**src/rtl/iomem_uart_bridge.sv**
```systemverilog
// iomem_uart_bridge
//   Debug initiator for the iomem peripheral bus, driven from a UART byte stream.
//   Commands (big-endian fields):
//     'R' (0x52) + addr[4]           -> reply rdata[4] MSB first, or 'T' on bus timeout
//     'W' (0x57) + addr[4] + data[4] -> reply 'K', or 'T' on bus timeout
//   Ports:
//     clk, reset              clock and synchronous active-high reset
//     rx_valid, rx_data       received byte strobe and byte
//     tx_valid, tx_ready,
//     tx_data                 response byte stream (valid/ready handshake)
//     overrun                 one-cycle pulse when a byte arrives while busy
//     iomem_*                 single-transaction initiator port
module iomem_uart_bridge #(
  parameter int BUS_TIMEOUT = 255,
  parameter int GAP_TIMEOUT = 100000
) (
  input  logic        clk,
  input  logic        reset,
  input  logic        rx_valid,
  input  logic [7:0]  rx_data,
  output logic        tx_valid,
  input  logic        tx_ready,
  output logic [7:0]  tx_data,
  output logic        overrun,
  output logic        iomem_valid,
  input  logic        iomem_ready,
  output logic [3:0]  iomem_wstrb,
  output logic [31:0] iomem_addr,
  output logic [31:0] iomem_wdata,
  input  logic [31:0] iomem_rdata
);

  localparam int GW = $clog2(GAP_TIMEOUT + 1);
  localparam int BW = $clog2(BUS_TIMEOUT + 1);
  // Abort is decided in the cycle the counter would reach its limit.
  localparam logic [GW-1:0] GAP_LAST = GW'(GAP_TIMEOUT - 1);
  localparam logic [GW-1:0] GAP_MAX  = GW'(GAP_TIMEOUT);
  localparam logic [BW-1:0] BUS_LAST = BW'(BUS_TIMEOUT - 1);
  localparam logic [BW-1:0] BUS_MAX  = BW'(BUS_TIMEOUT);

  localparam logic [7:0] CMD_READ  = 8'h52;
  localparam logic [7:0] CMD_WRITE = 8'h57;
  localparam logic [7:0] RSP_OK    = 8'h4B;
  localparam logic [7:0] RSP_TMO   = 8'h54;

  typedef enum logic [2:0] {IDLE, ADDR, DATA, BUS, RESP} state_t;

  state_t        state_q, state_d;
  logic          is_write_q, is_write_d;
  logic [1:0]    byte_cnt_q, byte_cnt_d;
  logic [1:0]    resp_last_q, resp_last_d;  // index of final response byte
  logic [GW-1:0] gap_q, gap_d;
  logic [BW-1:0] bus_q, bus_d;
  logic [31:0]   addr_q, addr_d;
  logic [31:0]   wdata_q, wdata_d;
  logic [3:0]    wstrb_q, wstrb_d;
  logic          valid_q, valid_d;
  logic [31:0]   resp_q, resp_d;            // current tx byte lives in [31:24]
  logic          tx_valid_q, tx_valid_d;
  logic          overrun_q, overrun_d;

  always_ff @(posedge clk) begin
    if (reset) begin
      state_q     <= IDLE;
      is_write_q  <= 1'b0;
      byte_cnt_q  <= '0;
      resp_last_q <= '0;
      gap_q       <= '0;
      bus_q       <= '0;
      addr_q      <= '0;
      wdata_q     <= '0;
      wstrb_q     <= '0;
      valid_q     <= 1'b0;
      resp_q      <= '0;
      tx_valid_q  <= 1'b0;
      overrun_q   <= 1'b0;
    end else begin
      state_q     <= state_d;
      is_write_q  <= is_write_d;
      byte_cnt_q  <= byte_cnt_d;
      resp_last_q <= resp_last_d;
      gap_q       <= gap_d;
      bus_q       <= bus_d;
      addr_q      <= addr_d;
      wdata_q     <= wdata_d;
      wstrb_q     <= wstrb_d;
      valid_q     <= valid_d;
      resp_q      <= resp_d;
      tx_valid_q  <= tx_valid_d;
      overrun_q   <= overrun_d;
    end
  end

  always_comb begin
    state_d     = state_q;
    is_write_d  = is_write_q;
    byte_cnt_d  = byte_cnt_q;
    resp_last_d = resp_last_q;
    gap_d       = gap_q;
    bus_d       = bus_q;
    addr_d      = addr_q;
    wdata_d     = wdata_q;
    wstrb_d     = wstrb_q;
    valid_d     = valid_q;
    resp_d      = resp_q;
    tx_valid_d  = tx_valid_q;
    overrun_d   = 1'b0;

    unique case (state_q)
      IDLE: begin
        // Unknown opcodes are silently skipped; they are not overruns.
        if (rx_valid && (rx_data == CMD_READ || rx_data == CMD_WRITE)) begin
          is_write_d = (rx_data == CMD_WRITE);
          byte_cnt_d = '0;
          gap_d      = '0;
          state_d    = ADDR;
        end
      end

      ADDR, DATA: begin
        if (rx_valid) begin
          gap_d      = '0;
          byte_cnt_d = byte_cnt_q + 2'd1;
          if (state_q == ADDR) addr_d  = {addr_q[23:0], rx_data};
          else                 wdata_d = {wdata_q[23:0], rx_data};
          if (byte_cnt_q == 2'd3) begin
            if (state_q == ADDR && is_write_q) begin
              state_d = DATA;
            end else begin
              // Request goes out registered with the last byte.
              state_d = BUS;
              valid_d = 1'b1;
              wstrb_d = is_write_q ? 4'hF : 4'h0;
              bus_d   = '0;
            end
          end
        end else if (gap_q >= GAP_LAST) begin
          gap_d   = GAP_MAX;
          state_d = IDLE;
        end else if (gap_q != GAP_MAX) begin
          gap_d = gap_q + 1'b1;
        end
      end

      BUS: begin
        if (rx_valid) overrun_d = 1'b1;
        if (valid_q && iomem_ready) begin
          // Ready is checked first so it wins over a simultaneous timeout.
          valid_d    = 1'b0;
          tx_valid_d = 1'b1;
          byte_cnt_d = '0;
          state_d    = RESP;
          if (is_write_q) begin
            resp_d      = {RSP_OK, 24'h0};
            resp_last_d = 2'd0;
          end else begin
            resp_d      = iomem_rdata;
            resp_last_d = 2'd3;
          end
        end else if (valid_q) begin
          if (bus_q >= BUS_LAST) begin
            bus_d       = BUS_MAX;
            valid_d     = 1'b0;
            tx_valid_d  = 1'b1;
            byte_cnt_d  = '0;
            resp_d      = {RSP_TMO, 24'h0};
            resp_last_d = 2'd0;
            state_d     = RESP;
          end else begin
            bus_d = bus_q + 1'b1;
          end
        end
      end

      RESP: begin
        if (rx_valid) overrun_d = 1'b1;
        if (tx_valid_q && tx_ready) begin
          if (byte_cnt_q == resp_last_q) begin
            tx_valid_d = 1'b0;
            state_d    = IDLE;
          end else begin
            byte_cnt_d = byte_cnt_q + 2'd1;
            resp_d     = {resp_q[23:0], 8'h00};
          end
        end
      end

      default: state_d = IDLE;
    endcase
  end

  assign tx_valid    = tx_valid_q;
  assign tx_data     = resp_q[31:24];
  assign overrun     = overrun_q;
  assign iomem_valid = valid_q;
  assign iomem_wstrb = wstrb_q;
  assign iomem_addr  = addr_q;
  assign iomem_wdata = wdata_q;

endmodule
```
**config.mk**
```make
export PLATFORM = sky130hd
export DESIGN_NAME = iomem_uart_bridge
export DESIGN_NICKNAME = d
export VERILOG_FILES = /design/src/rtl/iomem_uart_bridge.sv
export SDC_FILE = /design/constraint.sdc
export NUM_CORES = 1
export LEC_CHECK = 0
export CORE_MARGIN = 5
export CORE_UTILIZATION = 48
export CTS_BUF_LIST = sky130_fd_sc_hd__clkbuf_8
export DETAILED_ROUTE_END_ITERATION = 7
export PLACE_DENSITY = 0.84
export SETUP_SLACK_MARGIN = 0.4
export SLEW_MARGIN = 10
export SYNTH_ARGS = -nofsm -noshare
export SYNTH_HDL_FRONTEND = slang
export SYNTH_SLANG_ARGS = --single-unit
```
**constraint.sdc**
```tcl
create_clock -name clk -period 2.2 [get_ports clk]
set_input_delay 0.33 -clock clk [delete_from_list [all_inputs] [get_ports clk]]
set_output_delay 0.33 -clock clk [all_outputs]
set_load 0.02 [all_outputs]
```
# After elaboration in Yosys (flattened, before gate mapping)
# Cells that the tools add are included.
# totals
ff_bits	136
output_inout_bits	79
word_cells	126
# op_classes
addsub	3
order_cmp	2
n_eq_ne	23
muxes	55
n_bitwise	3
n_reduce_logical	27
# op_table
op	count
2-to-1 mux 32 bit	6
2-to-1 mux 17 bit	4
case mux 32 bit (2 select lines)	1
2-to-1 mux 8 bit	6
case mux 17 bit (2 select lines)	1
2-to-1 mux 3 bit	9
2-to-1 mux 2 bit	9
inequality test 2 bit (second input constant)	9
adder 17 x 1 -> 17 bit (second input constant)	1
greater-or-equal comparator 17 bit (second input constant)	1
inequality test 17 bit (second input constant)	1
equality test 8 x 7 -> 1 bit (second input constant)	2
case mux 8 bit (2 select lines)	1
AND reduction 7 bit	2
2-to-1 mux 1 bit	13
inequality test 3 bit (second input constant)	4
case mux 3 bit (4 select lines)	1
AND reduction 3 bit	4
AND reduction 5 bit	2
nonzero test 2 bit	5
adder 8 x 1 -> 8 bit (second input constant)	1
greater-or-equal comparator 8 bit (second input constant)	1
case mux 2 bit (4 select lines)	1
AND reduction 4 bit	2
17 further kinds	26

# Logic depth before layout (Yosys ltp)
# logic_depth
word_depth	6
ltp_mapped	9
mapped_depth_nobuf	7

# Worst setup path before layout
# No wires, ideal clock.
# synth_path
path_type	reg2reg
startpoint	register gap_q[8]
endpoint	register gap_q[12]
arrival_time_ns	1.918
path_slack_ns	0.166
path_stages_with_launch	8
path_buffers	2
cell_sequence	dfxtp_1 buf_6 or3_1 or4_4 o211a_4 buf_6 a41o_1 a22o_1
# synth_via
elab_chain_len	5
elab_cells_between_ends	9
classes_between	add/sub (1); order compare (1); eq/ne (2); mux (4); reduce/logical (1)
# synth_rtl
item	line_no	rtl
from (decl)	52	logic [GW-1:0] gap_q, gap_d;
from (signal assigned)	82	gap_q <= gap_d;
adder 17 x 1 -> 17 bit	141	gap_d = gap_q + 1'b1;
2-to-1 mux 17 bit	140	end else if (gap_q != GAP_MAX) begin
2-to-1 mux 17 bit	137	end else if (gap_q >= GAP_LAST) begin
2-to-1 mux 17 bit	121	if (rx_valid) begin
case mux 17 bit (2 select lines)	109	unique case (state_q)
# Parallel ways exist; a longest one is shown, timed or not. The select of a mux whose other input is x is not followed.
# A chain may end at the register's enable or synchronous reset.

# Worst setup path after layout
# layout_path
startpoint	register state_q[0]
endpoint	register resp_q[15]
# layout_via
elab_chain_len	3
elab_cells_between_ends	9
classes_between	eq/ne (6); mux (1); reduce/logical (2)
# layout_rtl
item	line_no	rtl
from (decl)	48	state_t state_q, state_d;
from (signal assigned)	78	state_q <= state_d;
equality test 3 x 2 -> 1 bit / equality test 3 bit (equally long branches)	109	
inequality test 3 bit (no line), or another cell as far along	n/a	
AND reduction 5 bit (no line)	n/a	
to (signal assigned)	88	resp_q <= resp_d;
to (decl)	58	logic [31:0] resp_q, resp_d;
# Parallel ways exist; a longest one is shown, timed or not.

==> run_results.csv <==
group,metric,value,unit
status,status,"completed",
global_route,grt_overflow_total,0,
route,wl_per_cell,17.70,um
critical_path,endpoint_kind,"flop",
worst_hold_path,hold_path_class,"input pin to flop",
critical_path,crit_start,"state_q[0]$_SDFFE_PP0P_",
synth,synth.avg_cell_area,7.974,sq um
synth,synthCells,737,
floorplanning,core_area,12010,sq um
sta,fin_crit_sh,90.95,%
run,drv_cap,0,
synth,synth.area.top_cells,"dfxtp_1 45%, nand2_1 11%, a21oi_1 8.7%",
synth,synth_edf_count,0,
synth,syn_nets,787,
sta,fin_crit,2.001,ns
route,drc,0,
critical_path,startpoint_type,"flop",
floorplanning,die_h,120.7,um
synth,ys_seq_area_share,44.96,%
sta,fin_ws,0.1992,ns
clock_tree,root_buffer,"clkbuf_8",
route,ant_nets,0,
floorplanning,num_io_pins,124,
clock_tree,cts_tree,"done",
global_route,grt_antenna_before_repair,0,
route,dr.first_iter.drc_count,521,
route,firstDrtPassIters,5,
clock_tree,clk_latency,0.47,ns
final_layout,area_growth,48.44,%
sta,relSlewSlack,63.11,%
floorplanning,dieArea,14560,sq um
sta,max_freq,499.8,MHz
clock_tree,clk_pin_slew,0.07,ns
global_route,grt_max_degree,124,
power,ir_drop,0.3631,mV
route,num_vias,6116,
global_route,grt.total_usage,24.59,%
place,place_congestion,0.8548,
power,p_leak,3.654,nW
sta,skew,0.01132,ns
synth,synth_cell_types,65,
global_route,grt_pass1_vias,5851,
place,place_ws,-0.03207,ns
synth,yosysTopAreaCell,"dfxtp_1",
synth,netlist_top_cells_count,"171 x nand2_1, 132 x dfxtp_1, 102 x a21oi_1, 43 x nor2_1, 39 x clkbuf_1",
sta,rsz0062_at_grt,"yes",
power,cellPowerDensity,593.0,nW/um^2
sta,setup_viol_count_final,0,
sta,hold_violations,0,
synth,netlist_area,5877,sq um
final_layout,drive_gt1_share,22.44,%
critical_path,critical_path_arrival,2.33,ns
final_layout,n_fill_cell,809,
clock_tree,cts_buffers,17,
place,port_buffers,123,
critical_path,required,2.53,ns
sta,worst_pin_slew,0.5534,ns
floorplanning,rows,40,
clock_tree,clockBufferDepth,2,
floorplanning,dieWidth,120.7,um
power,p_total,0.005173,W
worst_hold_path,holdCritStartpoint,"reset",
critical_path,critPathMaxFanout,7,
critical_path,worst-setup-path-type,"flop to flop",
synth,synth-main-ff-cell,"dfxtp_1",
route,wl,18.53,mm
floorplanning,start_util,48.93,%
global_route,grt_pass1_wl,28.89,mm
synth,yosysWarnings,0,
synth,async_reset_ff_share,0,%
critical_path,reg2reg_from,"state_q[0]$_SDFFE_PP0P_",
place,post-dp-hpwl,10.61,mm
synth,synth_top_area_share,44.96,%
final_layout,fin_nets,937,
sta,finalMaxSlewViolations,0,
clock_tree,cts_max_level,4,
synth,synth-seq-cells,132,
route,routed_via_density,5.841,
clock_tree,clock_sinks,132,
synth,yosysMostFrequentCell,"nand2_1",
final_layout,antenna_cells,0,
## through the flow
step / hold WS, ns / TNS (ns) / std cells / util (%) / cell area [sq um]
after floorplan: 0.4367 / 0 / 737 / - / 6146
after global placement: 0.4436 / 0 / 981 / 63.32 / 7606
after CTS: 0.3337 / 0 / 1040 / 70.40 / 8456
final: 0.3433 / 0 / 1047 / 72.63 / 8723
after detailed placement: 0.4483 / -0.04094 / 981 / 63.32 / 7606
after global routing: 0.3445 / 0 / 1047 / 72.63 / 8723
## layout make-up
type | instances | area (sq um) | share of cell area, %
flip-flops and latches | 132 | 2685 | 30.78
clock buffers | 22 | 302.8 | 3.471
inverters | 10 | 37.54 | 0.4303
repair buffers | 200 | 2072 | 23.75
clock inverters | 10 | 130.1 | 1.492
well taps | 147 | 183.9 | 2.108
multi-input cells | 526 | 3312 | 37.97
## sequential cells by signal, indices dropped and copies added (netlist names)
name and flops:
iomem_wstrb 1, resp_last_q 1, byte_cnt_q 2, overrun 1
iomem_valid 1, is_write_q 1, iomem_addr 32, gap_q 17
tx_valid 1, iomem_wdata 32, resp_q 32, state_q 3
bus_q 8
## cells by family after synthesis
| kind of cell | count (synthesis) | synth area share (%) |
|---|---|---|
| AO/OA/AOI/OAI | 197 | 21.50 |
| buffers and inverters | 79 | 6.472 |
| multiplexers | 7 | 1.192 |
| flip-flops | 132 | 44.96 |
| XOR/XNOR | 6 | 0.8942 |
| AND/OR/NAND/NOR | 311 | 23.91 |
| adder cells (fa/ha/maj) | 5 | 1.065 |
## worst max-delay path, stage by stage (launching register included)
cell and delay, ns:
dfxtp_4 0.37, or3b_4 0.41, o31ai_4 0.21, o211ai_1 0.13
buf_4 0.18, buf_6 0.12, buf_8 0.13, a221oi_2 0.23
nor3_2 0.09
## worst paths after layout
path / endpoint / slack (ns) / cells past startpoint
min reg2reg: iomem_wdata[30]$_SDFFE_PP0P_ / 0.45 / 2
max: resp_q[15]$_SDFFE_PP0P_ / 0.20 / 8
min: gap_q[13]$_SDFFE_PP0P_ / 0.34 / 5
max reg2reg: resp_q[15]$_SDFFE_PP0P_ / 0.20 / 8
## report_power, final
group          leakage, nW  switching, W  internal (W)  total, W
combinational         2.35      0.000290      0.000259  0.000548
clock                0.231      0.000943       0.00126   0.00220
sequential            1.07     0.0000193       0.00240   0.00242
## timing repair
item / in CTS / in global routing
pin swaps: 26 / 15
cloned: 5 / 1
setup buffers: 22 / 6
resized for setup: 88 / 60
hold buffers: 0 / 0
endpoints found under the setup margin: 127 / 91
## per-layer routing
metal / vias up / share of wire (%) / track usage, %
met2: 218 / 49 / 40.13
li1: 2895 / - / -
met1: 2934 / 41 / 29.61
met4: 0 / 4.6 / 13.03
met5: - / 0 / 0
met3: 69 / 5.4 / 6.501
## layout by cell type (no fill, tap or decap), types with 3 or more instances in the layout
cell,synthesis,final
and2_1,3,3
bufinv_16,0,3
dfxtp_2,0,10
nand3_1,23,20
o21ai_1,0,3
buf_6,2,7
dlygate4sd2_1,0,31
and3b_1,3,3
buf_12,0,8
a21oi_1,102,97
dlymetal6s2s_1,0,27
a31oi_1,3,3
a41oi_1,6,3
a41oi_2,0,3
o21ai_2,0,6
inv_1,10,13
or4_1,6,3
dfxtp_1,132,114
or4_4,1,4
o21ai_0,25,16
dfxtp_4,0,8
a211oi_1,9,7
buf_4,15,56
nand2_1,171,171
mux2i_1,7,7
buf_16,0,3
a21oi_2,0,4
xor2_1,4,4
nor3_1,29,22
nor2_1,43,42
o211ai_1,7,7
a41o_1,3,3
clkbuf_8,0,22
a221oi_2,1,17
nor3_2,1,7
clkdlybuf4s50_1,0,64
nand4_1,8,8
and3_1,4,4
Note: power is estimated with default switching activity, not from simulation.
